$ cat src/rtl/vga_sync_rx.sv
// rtl/vga_sync_rx.sv - VGA timing monitor: sync lock, pixel labels, violation flags, frame signature
module vga_sync_rx #(
    parameter int H_TOTAL       = 800,
    parameter int H_ACTIVE      = 640,
    parameter int V_TOTAL       = 525,
    parameter int V_ACTIVE      = 480,
    parameter int H_SYNC        = 96,
    parameter int V_SYNC        = 2,
    parameter int H_SYNC_OFFSET = 657,
    parameter int V_SYNC_OFFSET = 491,
    parameter int LOCK_FRAMES   = 2
) (
    input  logic        clk,
    input  logic        rst,
    input  logic        i_hs,
    input  logic        i_vs,
    input  logic [5:0]  i_rgb,
    output logic [9:0]  o_x,
    output logic [9:0]  o_y,
    output logic        o_de,
    output logic        o_locked,
    output logic        o_err,
    output logic [1:0]  o_err_code,
    output logic [15:0] o_sig,
    output logic        o_sig_valid
);

    localparam logic [9:0] X_LAST   = 10'(H_TOTAL - 1);
    localparam logic [9:0] Y_LAST   = 10'(V_TOTAL - 1);
    localparam logic [9:0] X_HS     = 10'(H_SYNC_OFFSET);
    localparam logic [9:0] X_HS_END = 10'(H_SYNC_OFFSET + H_SYNC);
    localparam logic [9:0] Y_VS     = 10'(V_SYNC_OFFSET);
    localparam logic [9:0] Y_VS_END = 10'(V_SYNC_OFFSET + V_SYNC);
    localparam logic [9:0] X_ACT    = 10'(H_ACTIVE);
    localparam logic [9:0] Y_ACT    = 10'(V_ACTIVE);
    localparam logic [3:0] GOOD_MAX = 4'(LOCK_FRAMES);

    typedef enum logic [1:0] {SEARCH = 2'd0, MEASURE = 2'd1, LOCKED = 2'd2} state_t;

    state_t      state, state_nx;
    logic        h_ok, h_ok_nx;
    logic        clean, clean_nx;
    logic [3:0]  good_cnt, good_nx;

    // s_hs/s_vs hold the previous sample; x/y hold its labels
    logic        s_hs, s_vs;
    logic [9:0]  x, y;
    logic [15:0] sig_acc;
    logic        sig_arm;

    logic        hs_fall, hs_rise, vs_fall, vs_rise;
    logic        x_wrap;
    logic [9:0]  x_inc, y_inc, x_new, y_new;
    logic        checking, e_hp, e_hw, e_vp, e_vw, err, de_new;
    logic [1:0]  err_code;

    assign hs_fall = s_hs & ~i_hs;
    assign hs_rise = ~s_hs & i_hs;
    assign vs_fall = s_vs & ~i_vs;
    assign vs_rise = ~s_vs & i_vs;

    assign x_wrap = (x == X_LAST);
    assign x_inc  = x_wrap ? 10'd0 : x + 10'd1;
    assign y_inc  = x_wrap ? ((y == Y_LAST) ? 10'd0 : y + 10'd1) : y;
    assign x_new  = hs_fall ? X_HS : x_inc;
    assign y_new  = vs_fall ? Y_VS : y_inc;

    assign checking = (state != SEARCH);
    assign e_hp = hs_fall ? (x_inc != X_HS) : (x_inc == X_HS);
    assign e_hw = hs_rise & (x_new != X_HS_END);
    assign e_vp = vs_fall ? ((y_inc != Y_VS) | (x_new != 10'd0))
                          : ((y_inc == Y_VS) & (x_new == 10'd0));
    assign e_vw = vs_rise & ((y_new != Y_VS_END) | (x_new != 10'd0));
    assign err  = checking & (e_hp | e_hw | e_vp | e_vw);
    assign de_new = checking & (x_new < X_ACT) & (y_new < Y_ACT);

    always_comb begin
        err_code = 2'd3;
        if (e_hp)      err_code = 2'd0;
        else if (e_hw) err_code = 2'd1;
        else if (e_vp) err_code = 2'd2;
    end

    always_comb begin
        state_nx = state;
        h_ok_nx  = h_ok;
        clean_nx = clean;
        good_nx  = good_cnt;
        case (state)
            SEARCH: begin
                if (vs_fall && h_ok) begin
                    state_nx = MEASURE;
                    good_nx  = 4'd0;
                    clean_nx = 1'b1;
                end
                if (hs_fall) h_ok_nx = 1'b1;
            end
            MEASURE: begin
                // a frame counts only if no violation was seen since the previous vs fall
                if (err) begin
                    good_nx  = 4'd0;
                    clean_nx = 1'b0;
                end else if (vs_fall) begin
                    clean_nx = 1'b1;
                    if (clean) begin
                        good_nx = good_cnt + 4'd1;
                        if (good_cnt + 4'd1 == GOOD_MAX) state_nx = LOCKED;
                    end
                end
            end
            LOCKED: begin
                if (err) begin
                    state_nx = SEARCH;
                    h_ok_nx  = 1'b0;
                end
            end
            default: state_nx = SEARCH;
        endcase
    end

    always_ff @(posedge clk) begin
        if (rst) begin
            state    <= SEARCH;
            h_ok     <= 1'b0;
            clean    <= 1'b0;
            good_cnt <= 4'd0;
        end else begin
            state    <= state_nx;
            h_ok     <= h_ok_nx;
            clean    <= clean_nx;
            good_cnt <= good_nx;
        end
    end

    always_ff @(posedge clk) begin
        if (rst) begin
            s_hs        <= 1'b0;
            s_vs        <= 1'b0;
            x           <= 10'd0;
            y           <= 10'd0;
            sig_acc     <= 16'd0;
            sig_arm     <= 1'b0;
            o_x         <= 10'd0;
            o_y         <= 10'd0;
            o_de        <= 1'b0;
            o_locked    <= 1'b0;
            o_err       <= 1'b0;
            o_err_code  <= 2'd0;
            o_sig       <= 16'd0;
            o_sig_valid <= 1'b0;
        end else begin
            s_hs        <= i_hs;
            s_vs        <= i_vs;
            x           <= x_new;
            y           <= y_new;
            o_x         <= checking ? x_new : 10'd0;
            o_y         <= checking ? y_new : 10'd0;
            o_de        <= de_new;
            o_locked    <= (state == LOCKED);
            o_err       <= err;
            o_err_code  <= err ? err_code : 2'd0;
            o_sig_valid <= 1'b0;
            // sig_arm is only set by a vs fall seen while locked, so a partial frame is never emitted
            if (state == LOCKED) begin
                if (err) begin
                    sig_arm <= 1'b0;
                end else if (vs_fall) begin
                    if (sig_arm) begin
                        o_sig       <= sig_acc;
                        o_sig_valid <= 1'b1;
                    end
                    sig_acc <= 16'd0;
                    sig_arm <= 1'b1;
                end else if (de_new) begin
                    sig_acc <= {sig_acc[14:0], sig_acc[15]} ^ {10'b0, i_rgb};
                end
            end
        end
    end

endmodule

$ cat config.mk
export PLATFORM = sky130hd
export DESIGN_NAME = vga_sync_rx
export DESIGN_NICKNAME = d
export VERILOG_FILES = /design/src/rtl/vga_sync_rx.sv
export SDC_FILE = /design/constraint.sdc
export NUM_CORES = 1
export LEC_CHECK = 0
export CORE_ASPECT_RATIO = 0.75
export CORE_MARGIN = 2
export CORE_UTILIZATION = 60
export DETAILED_ROUTE_END_ITERATION = 8
export GPL_TIMING_DRIVEN = 0
export PLACE_DENSITY = 0.83
export SETUP_SLACK_MARGIN = 0.2
export SYNTH_ARGS = -nofsm -noshare
export SYNTH_HDL_FRONTEND = slang
export SYNTH_SLANG_ARGS = --single-unit
$ cat constraint.sdc
create_clock -name clk -period 8.4 [get_ports clk]
set_input_delay 1.68 -clock clk [delete_from_list [all_inputs] [get_ports clk]]
set_output_delay 1.68 -clock clk [all_outputs]
set_load 0.005 [all_outputs]
* Word-level counts from Yosys, hierarchy flattened
Index checks and enable logic that the tools add are counted.
** Storage, ports and cells
- Register bits after elaboration :: 89
- Input bits :: 10
- Output and inout port bits :: 42
** Operators by class
- Add/subtract/negate cells :: 3
- Order comparisons :: 2
- Equality and inequality tests :: 20
- Multiplexer cells :: 31
- Bitwise logic cells :: 24
- Reductions and logical operators :: 20
** Operators by type and width (count)
- 10-bit 2-to-1 mux :: 5
- 16-bit 2-to-1 mux :: 2
- 10-bit == test (second input constant) :: 3
- 10-bit by 1-bit adder with 10-bit output (second input constant) :: 2
- 10-bit != test (second input constant) :: 2
- 10-bit by 9-bit != test with 1-bit output (second input constant) :: 2
- 4-bit 2-to-1 mux :: 4
- 16-bit by 6-bit bitwise XOR with 16-bit output :: 1
- 2-bit != test (second input constant) :: 7
- 2-bit 2-to-1 mux :: 6
- 1-bit bitwise AND :: 10
- 10-bit by 9-bit == test with 1-bit output (second input constant) :: 1
- 10-bit zero test :: 1
- 10-bit less-than comparator (second input constant) :: 1
- 10-bit by 9-bit less-than comparator with 1-bit output (second input constant) :: 1
- 1-bit 2-to-1 mux :: 10
- 10-bit nonzero test :: 1
- 2-bit nonzero test :: 5
- 3-bit AND reduction :: 3
- 1-bit inverter :: 8
- 4-bit case mux with 2 select lines :: 1
- 4-bit AND reduction :: 2
- 4-bit OR reduction :: 2
- 3-bit != test (second input constant) :: 2
- 13 further kinds :: 18

* Depth between registers and ports, before layout
Gate-level depths: netlist of the first run.
- Depth in word-level cells :: 11
- Gate-level depth with buffers :: 14
- Depth with buffers taken out :: 11

* Worst setup path before layout of the first run
No wires, ideal clock.
- Kind :: input-to-reg
- Start point :: input port i_hs
- End point :: register o_sig[13]
- Arrival :: 4241 ps
- Slack :: 4032 ps
- Stages on the path :: 11
- Buffers on the path :: 2
- Path through :: nor2b_1 > clkbuf_1 > o21ai_0 > or4_1 > or3_1 > nor4_2 > nand2_1 > nor3_4 > buf_4 > mux2i_1 > nor2_1
** On the way
- Cells in the longest elaborated chain, start to end :: 11
- Elaborated cells between the ends (all ways) :: 20
- Classes of those cells :: eq/ne (1); mux (3); bitwise (13); reduce/logical (3)
** Ends and longest elaborated chain
- start: declaration :: RTL line 15 : input logic i_hs,
- 1-bit inverter :: RTL line 57 : assign hs_fall = s_hs & ~i_hs;
- 1-bit bitwise AND :: RTL line 57
- 10-bit 2-to-1 mux :: RTL line 65 : assign x_new = hs_fall ? X_HS : x_inc;
- 10-bit != test, or another cell as far along :: RTL line 70 : assign e_hw = hs_rise & (x_new != X_HS_END);
- 1-bit bitwise AND, or another cell as far along :: RTL line 70
- 1-bit OR or 1-bit 2-to-1 mux (tied branches) :: RTL line 74, 71
- 1-bit OR :: RTL line 74 : assign err = checking & (e_hp | e_hw | e_vp | e_vw);
- 1-bit OR * :: RTL line 74
- 1-bit bitwise AND * :: RTL line 74
- 1-bit inverter (no line) *
- 4-bit AND reduction (no line) *
- end signal: assignment :: RTL line 169 : o_sig <= sig_acc;
- end: declaration :: RTL line 24 : output logic [15:0] o_sig,
Mark *: on every way between the ends. The rest lies on a longest branch, timed or not.
A chain may end at the register's enable or synchronous reset.

* Final worst setup path of the first run
- Start point :: input port i_hs
- End point :: register o_sig[6]
Same word-level chain as after synthesis.

==> results of run 1 <==
-- state kept, by name, indices dropped and copies added, names as in the netlist, 2 cells and up --
name	count
o_sig	16
x	10
state	2
y	10
sig_acc	16
o_x	10
good_cnt	4
o_y	10
o_err_code	2
-- metrics by stage --
stage / hold WS [ps] / instances / worst slack, ps
after global routing: 540 / 628 / 3150
after CTS: 505 / 628 / 3370
after floorplan: 472 / 477 / 4030
final: 502 / 628 / 3350
after detailed placement: 484 / 612 / 3000
after global placement: 470 / 612 / 3060
-- cell usage in the layout, fill, tap and decap left out, drive strengths merged, types with 15 or more instances in the layout --
cell type and instances:
xnor2 15, a21oi 18, nand3 17, clkdlybuf4s50 51
inv 15, clkbuf 22, mux2i 26, buf 18
nor2 95, nor3 17, dfxtp 89, nand2 24
-- cell type report --
cell class / count / area share [%]
multi-input cells: 344 / 43.7
flip-flops and latches: 89 / 35.4
repair buffers: 51 / 10.1
plain buffers: 30 / 3.08
clock buffers: 10 / 2.74
well taps: 84 / 2.09
clock inverters: 6 / 1.79
inverters: 14 / 1.04
-- critical path, delay by kind of cell --
family,cells,cell delay (ps)
compound gates,1,230
buf+inv,3,1130
mux,1,230
simple gates,7,2010
-- metal layers --
layer  track usage [%]  vias up  wire length, um
met3              5.96       14              829
met4              7.53        0              137
met5                 0        -                0
met2              41.4      160             4460
met1              40.4     1761             4800
li1                  -     1815                -
-- report_power, final --
part / switching [uW] / internal, uW
logic: 39.3 / 22.8
registers: 5.61 / 427
clock network: 156 / 177
-- cell families after synthesis --
group | after synthesis | synth area share [%]
xor+xnor | 19 | 3.97
mux | 26 | 6.22
compound gates | 72 | 12.1
flops | 89 | 42.6
simple gates | 221 | 28.4
fa+ha+maj | 6 | 1.79
buf+inv | 44 | 4.96
-- worst min-delay path by stage --
stage           startpoint     endpoint  depth (start not counted)
2_1_floorplan  good_cnt[1]  good_cnt[1]                          2
3_3_place_gp     o_sig[12]    o_sig[12]                          2
3_5_place_dp     o_sig[11]    o_sig[11]                          2
4_1_cts          o_sig[11]    o_sig[11]                          2
5_1_grt        good_cnt[1]  good_cnt[1]                          2
6_report         o_sig[11]    o_sig[11]                          2
==> results.txt, run 1 <==
area leader, netlist: dfxtp_1
Setup TNS Final: 0 ps
Area after DPL: 4800 sq um
diode count: 0
TritonCTS clock tree: built
initial core utilization: 61.6%
period utilization: 60.1%
layout cells sized above 1: 9.19%
drt first pass iters: 5
Die H: 76.3 um
Worst-path clk slew: 80 ps
grt ovf: 0
Die ar.: 7670 sq um
CTS Buf Count: 9
pin count of the biggest net entering global routing: 16
Core Area: 6800 sq um
Synth top cells by count: nor2_1 (95), dfxtp_1 (89), mux2i_1 (26), nand2_1 (24), a21oi_1 (18)
Least-Margin Pin Slew: 760 ps
leakage: 0.00177 uW
Clock Tree Root: clkbuf_8
worst skew pair latency: 370 ps
Post-DRT Antenna Nets: 0
clock sinks: 89
Storage cell area: 1780 sq um
crit path max fanout: 10
Finished Cell Area: 5030 sq um
sequential fraction of the synthesis area: 42.6%
final core occ: 74.0%
crit end category: flip-flop
RSZ-0062 raised after global routing: no
drt initial violations: 372
Final setup viols: 0
wire per inst: 16.3 um
max incr delay on CP: 460 ps
Yosys top cell area share: 42.6%
Worst Setup Start Kind: primary input
ys async rst share: 0%
Max Fclk: 0.198 GHz
IO buf count: 51
vias per cell: 5.97
Mapped Nets: 493
clock period minus final worst setup slack: 5050 ps
total power: 827 uW
R2R depth: 12
PwrDens: 165 nW/um^2
count leader, synth: nor2_1
top cells by area, synth: dfxtp_1 (43%), nor2_1 (8.5%), mux2i_1 (6.2%)
reg2reg start: x[0]
nets@finish: 555
synthesized area per cell: 8.78 sq um
Layout area overhead: 20.1%
DRC violations left: 0
critical path class: in -> reg
first-pass GRT wire length: 16.9 mm
multi-input logic area: 2200 sq um
final clock skew: 8.17 ps
hold buffers post-CTS: 0
Fin. Hold Viols: 0
number of global-route vias before repair: 3,444
register bit total from synthesis: 89
Slowest-stage cell, CP: clkdlybuf4s50_1
# rows: 26
num ports: 52
# fillers: 515
number of max-cap violations: 0
flop2flop setup slack: 4470 ps
Primary FF master, synth: dfxtp_1
status: complete, no violations
Cell Area, Synth: 4190 sq um
crit path cell chain: clkdlybuf4s50_1, nor2b_1, clkbuf_1, o21ai_0, or4_1, or3_1, nor4_2, nand2_1, nor3_4, buf_4, mux2i_1, nor2_1
EDFF count, synth: 0
type of the worst min-delay path: reg -> reg
final wirelength: 10.2 mm
Worst Setup EP: o_sig[6]
synth unique cells: 61
RR Endpoint: o_sig[6]
Gates resized, CTS repair: 0
YS warnings: 0
CTS Buffer Depth: 2
Worst Setup SP: i_hs
CP arrival: 5280 ps
setup bufs post-CTS: 0
Slew Limit Fails: 0
initial antenna violation count: 0
DP Wirelength: 7.48 mm
H-Tree Depth: 3
relative slew slack: 49.0%
Critical Path RT: 8640 ps
DR vias: 3,750
Worst IR Drop VDD: 0.132 mV
Placer Congestion: 0.930
GRT Total Usage: 27.7%
cell count after synthesis: 477
Die X: 100 um
No activity file was read; power rests on OpenSTA's default activity.
==> inputs of run 2 (changes only) <==
Settings changed: CORE_UTILIZATION 60 to 50, PLACE_DENSITY 0.83 to 0.74.
Clock period 8.4 ns to 4.1 ns, I/O delays scaled along.
==> run 2 against run 1 <==
Against the previous run: clock power increased by 68%; utilization fell by 10 points; worst setup slack worse by 2900 ps; highest routed layer unchanged; sequential share of layout area down 0.45 points; wire length is 5.6% higher; sequential power up 110%; register-to-register slack worse by 4000 ps; critical path depth stayed put; non-clock buffer count rose by 8; critical endpoint is now good_cnt[1]; final area increased by 1.4%; count of clock-buffer cells in the layout is 1 higher.
==> results.txt, run 2 (synthesis results as in run 1) <==
status: complete, no violations
Switching Fraction: 26.2% (+1.9 points)
initial core utilization: 52.2% (-9.4 points)
leakage: 0.00181 uW (+2.3%)
Die ar.: 9130 sq um (+19%)
number of global-route vias before repair: 3,447 (+0.087%)
reg2reg start: x[0]
initial antenna violation count: 0 (unchanged)
nets@finish: 563 (+1.4%)
diode count: 0 (unchanged)
flop2flop setup slack: 470 ps (-4000 ps)
num ports: 52 (unchanged)
Area after DPL: 4830 sq um (+0.55%)
DP Wirelength: 7.86 mm (+5.2%)
Clock Tree Root: clkbuf_8
Reg power frac: 56.2% (+3.9 points)
commonest non-fill, non-tap cell in the layout: nor2_1
wire per inst: 16.4 um (+0.92%)
Placer Congestion: 0.920 (-1.1%)
Die H: 83.2 um (+9.0%)
crit end category: flip-flop
Setup TNS Final: 0 ps (unchanged)
Slowest-stage cell, CP: clkdlybuf4s50_1
drt first pass iters: 5 (unchanged)
Critical Path RT: 4360 ps (-4280 ps)
commonest non-fill, non-tap cells in the layout: nor2_1 (95), dfxtp_1 (88), clkdlybuf4s50_1 (51)
# rows: 28 (+7.7%)
CTS Buf Count: 9 (unchanged)
Finished Cell Area: 5100 sq um (+1.4%)
H-Tree Depth: 3 (unchanged)
vias per cell: 5.73 (-4.1%)
Top delay family on crit path: simple AND/OR/NAND/NOR gates
Core Area: 8020 sq um (+18%)
RSZ-0062 raised after global routing: no
final clock skew: 10.1 ps (+1.98 ps)
TritonCTS clock tree: built
top flop regs: o_sig (16), sig_acc (16)
CTS Buffer Depth: 2 (unchanged)
critical path class: in -> reg
R2R depth: 15 (+3)
drt initial violations: 288 (-23%)
crit path cell chain: clkdlybuf4s50_1, nor2b_1, clkbuf_4, o21ai_0, or4_1, or3_1, nor4_4, a311oi_1, nor3_2, buf_4, nand2_1, o32ai_1
DR vias: 3,762 (+0.32%)
hold buffers post-CTS: 0 (unchanged)
Max Fclk: 0.273 GHz
CP Depth: 12 (unchanged)
RR Endpoint: sig_acc[14]
relative slew slack: 45.9% (-3.1 points)
combinational share of power: 8.4% (+0.9 points)
switching power: 413 uW (+110%)
hold path depth: 2 (unchanged)
crit path max fanout: 9 (-1)
Post-DRT Antenna Nets: 0 (unchanged)
Buf/Inv on CP: 3 (unchanged)
Worst Setup Start Kind: primary input
final wirelength: 10.8 mm (+5.6%)
Fin. Hold Viols: 0 (unchanged)
worst skew pair latency: 360 ps (about the same)
PwrDens: 309 nW/um^2 (+88%)
Worst-path clk slew: 90 ps (about the same)
DRC violations left: 0 (unchanged)
pin count of the biggest net entering global routing: 16 (unchanged)
total power: 1580 uW (+91%)
period utilization: 89.4%
Slew Limit Fails: 0 (unchanged)
Power Internal: 1160 uW (+86%)
Die X: 110 um (+9.2%)
CP arrival: 3930 ps (-1350 ps)
hold_sp: o_sig[12]
number of max-cap violations: 0 (unchanged)
type of the worst min-delay path: reg -> reg
Worst IR Drop VDD: 0.338 mV (+160%)
layout cells sized above 1: 11.1% (+1.9 points)
max incr delay on CP: 440 ps (-20 ps)
Least-Margin Pin Slew: 805 ps (+45.7 ps)
first-pass GRT wire length: 17.5 mm (+3.2%)
Layout area overhead: 21.8%
IO buf count: 51 (unchanged)
Worst Hold Path EP: o_sig[12]
grt ovf: 0 (unchanged)
Storage cell area: 1780 sq um (about the same)
clock sinks: 89 (unchanged)
multi-input logic area: 2220 sq um (+1.0%)
Clock power frac: 35.5% (-4.8 points)
Final setup viols: 0 (unchanged)
# fillers: 675 (+31%)
GRT Total Usage: 24.2% (-3.5 points)
clock period minus final worst setup slack: 3670 ps
[run 2: cell types whose count changed in the layout (fill, tap and decap cells not counted)]
cell	delta
clkbuf_4	+2
buf_2	-1
dfxtp_2	+1
o41ai_1	-1
buf_4	+8
dfxtp_1	-1
nor4_1	-1
inv_6	+1
nor4_4	+1
bufinv_16	-2
o41ai_2	+1
[run 2: timing repair]
item / 4_1_cts / 5_1_grt
pin swaps: 2 / 5
resized for setup: 2 / 9
setup endpoints to repair: 25 / 36
gates cloned: 0 / 1
setup buffers: 0 / 7
hold endpoints to repair: 0 / 0
[run 2: cell type report]
cell class | count | share of cell area [%]
Multi-Input combinational cell | 344 | 43.5
Timing Repair Buffer | 59 | 11.1
Tap cell | 105 | 2.58
Clock inverter | 5 | 0.761
Clock buffer | 11 | 2.77
Sequential cell | 89 | 35.0
Buffer | 30 | 3.21
Inverter | 14 | 1.03
[run 2: metal layers]
layer | vias up | global-route usage (%) | share of wire [%]
li1 | 1825 | - | -
met1 | 1773 | 34.9 | 48
met2 | 148 | 35.2 | 44
met3 | 16 | 7.30 | 7.5
met4 | 0 | 5.98 | 1.2
met5 | - | 0 | 0
[run 2: power by group through the flow]
stage	clock network (uW)	registers [uW]	logic [uW]
after global routing	611	888	146
after floorplan	0	903	87.8
after global placement	0	906	124
after CTS	574	886	127
after detailed placement	0	906	126
final	560	886	132
[run 2: worst max-delay path by stage]
stage	startpoint	end	slack [ps]
6_report	i_hs	good_cnt[1]	430
5_1_grt	x[1]	sig_acc[14]	180
4_1_cts	i_hs	sig_acc[14]	220
3_5_place_dp	i_hs	o_sig[13]	-410
3_3_place_gp	i_hs	o_sig[15]	-400
2_1_floorplan	i_hs	o_sig[13]	590
[run 2: worst min-delay path, delay by kind of cell (launching register included)]
family	cells	cell delay [ps]
and+or+nand+nor	1	70
muxes	1	60
DFF	1	340
[run 2: metrics by stage]
stage / hold WS (ps) / utilization [%] / instances / setup WS [ps]
after floorplan: 472 / - / 477 / 592
after global placement: 474 / 60.2 / 633 / -402
after detailed placement: 485 / 60.2 / 633 / -406
after CTS: 509 / 62.5 / 649 / 216
after global routing: 528 / 63.6 / 657 / 180
final: 502 / 63.6 / 657 / 433
==> inputs of run 3 (changes only) <==
Settings changed: ABC_AREA set to 0, REMOVE_ABC_BUFFERS set to 1.
==> run 3 against run 2 <==
Against the previous run: clock skew is 5.0 ps higher; sequential cell count did not move; non-clock buffer count is 29 lower; sequential power increased by 0.7%; largest power group unchanged; hold slack worse by 4.1 ps; final cell count fell by 4.4%; total power up 3.8%; wire length decreased by 5.5%; count of clock-buffer cells in the layout down 1.
==> results.txt, run 3 (synthesis results as in run 1) <==
GRT Total Usage: 22.9% (-1.3 points)
Least-Margin Pin Slew: 1080 ps (+276 ps)
reg2reg start: x[0]
Worst Setup SP: i_hs
Core Area: 8020 sq um (unchanged)
CP arrival: 4040 ps (+110 ps)
Die X: 110 um (unchanged)
final core occ: 62.2% (-1.3 points)
Final Worst Setup Slack: 340 ps (-93.3 ps)
type of the worst min-delay path: reg -> reg
status: complete, no violations
crit path cell chain: clkdlybuf4s50_1, nor2b_4, o21ai_0, or4_1, or3_1, nor4_4, a311oi_1, nor3_2, nand2_1, o32ai_1
grt ovf: 0 (unchanged)
Final setup viols: 0 (unchanged)
Slew Limit Fails: 0 (unchanged)
CTS Buf Count: 9 (unchanged)
Critical Path RT: 4380 ps (+20 ps)
relative slew slack: 27.8% (-18 points)
Die H: 83.2 um (unchanged)
Setup TNS Final: 0 ps (unchanged)
Storage cell area: 1780 sq um (about the same)
Die ar.: 9130 sq um (unchanged)
Slowest-stage cell, CP: clkdlybuf4s50_1
worst skew pair latency: 370 ps (about the same)
critical path class: in -> reg
Clock Tree Root: clkbuf_8
wire per inst: 16.3 um (-1.1%)
number of max-cap violations: 0 (unchanged)
Layout area overhead: 19.3%
diode count: 0 (unchanged)
total power: 1640 uW (+3.8%)
pin count of the biggest net entering global routing: 41 (+25)
Worst Setup Start Kind: primary input
leakage: 0.00172 uW (-5.1%)
drt first pass iters: 7 (+2)
DR vias: 3,683 (-2.1%)
multi-input logic area: 2240 sq um (+0.90%)
RSZ-0062 raised after global routing: no
num ports: 52 (unchanged)
Post-DRT Antenna Nets: 0 (unchanged)
crit end category: flip-flop
period utilization: 91.7% (+2.3 points)
vias per cell: 5.86 (+2.4%)
pre-CTS WS: -785 ps (-379 ps)
R2R depth: 10 (-5)
flop2flop setup slack: 430 ps (-40 ps)
final wirelength: 10.2 mm (-5.5%)
TritonCTS clock tree: built
commonest non-fill, non-tap cell in the layout: nor2_1
nets@finish: 534 (-5.2%)
clock period minus final worst setup slack: 3760 ps (+93.3 ps)
Placer Congestion: 0.883 (-4.0%)
final clock skew: 15.1 ps (+4.99 ps)
PwrDens: 328 nW/um^2 (+6.0%)
Worst Setup EP: good_cnt[1]
commonest non-fill, non-tap cells in the layout: nor2_1 (95), dfxtp_1 (89), clkdlybuf4s50_1 (50)
drt initial violations: 259 (-10%)
crit path max fanout: 6 (-3)
# fillers: 709 (+5.0%)
initial core utilization: 52.2% (unchanged)
H-Tree Depth: 3 (unchanged)
Worst IR Drop VDD: 0.221 mV (-35%)
max incr delay on CP: 510 ps (+70 ps)
CTS Buffer Depth: 2 (unchanged)
Fin. Hold Viols: 0 (unchanged)
first-pass GRT wire length: 16.6 mm (-4.7%)
layout cells sized above 1: 9.37% (-1.7 points)
DRC violations left: 0 (unchanged)
IO buf count: 51 (unchanged)
initial antenna violation count: 0 (unchanged)
clock sinks: 89 (unchanged)
top flop regs: o_sig (16), sig_acc (16)
Max Fclk: 0.266 GHz (-2.5%)
DP Wirelength: 7.10 mm (-9.8%)
# rows: 28 (unchanged)
RR Endpoint: good_cnt[1]
Worst-path clk slew: 90 ps (about the same)
number of global-route vias before repair: 3,377 (-2.0%)
-- run 3: power breakdown --
group / switching, uW / internal, uW
sequential: 17.1 / 874
clock: 325 / 301
combinational: 76.1 / 45.5
total: 418 / 1220
-- run 3: metrics by stage --
step	cell area, sq um	instances	hold WS [ps]
6_report	4990	628	498
5_1_grt	4990	628	524
4_1_cts	4920	622	508
3_5_place_dp	4680	604	485
3_3_place_gp	4670	603	478
2_1_floorplan	4030	447	472
-- run 3: final cells by class --
cell class	count	area share (%)
clock buffers	10	2.76
clock inverters	6	1.30
inverters	14	1.05
multi-input cells	344	44.9
flip-flops and latches	89	35.7
well taps	105	2.63
repair buffers	60	11.7
-- run 3: repair_timing --
item                       CTS  global route
setup endpoints to repair   44            29
hold buffers                 0             0
pin swaps                    2             2
setup buffers                2             6
resized for setup            3             4
-- run 3: per-layer routing --
metal  vias to the layer above  global-route usage [%]  part of all wire [%]
met4                         0                    7.48                   1.6
li1                       1759                       -                     -
met1                      1754                    33.9                    48
met3                        14                    4.87                   6.9
met2                       156                    33.1                    43
met5                         -                       0                     0
-- run 3: how the worst min path moves through the flow --
stage | start | to | slack, ps | depth (start not counted)
after floorplan | good_cnt[1] | good_cnt[1] | 470 | 2
after global placement | o_sig[7] | o_sig[7] | 480 | 2
after detailed placement | o_sig[12] | o_sig[12] | 480 | 2
after CTS | o_sig[9] | o_sig[9] | 510 | 2
after global routing | o_sig[11] | o_sig[11] | 520 | 2
final | o_sig[11] | o_sig[11] | 500 | 2
-- run 3: worst max-delay path, delay by kind of cell --
family                 cells  cell delay [ps]
buffers and inverters      1              510
AO/OA/AOI/OAI              3              690
AND/OR/NAND/NOR            6             2010
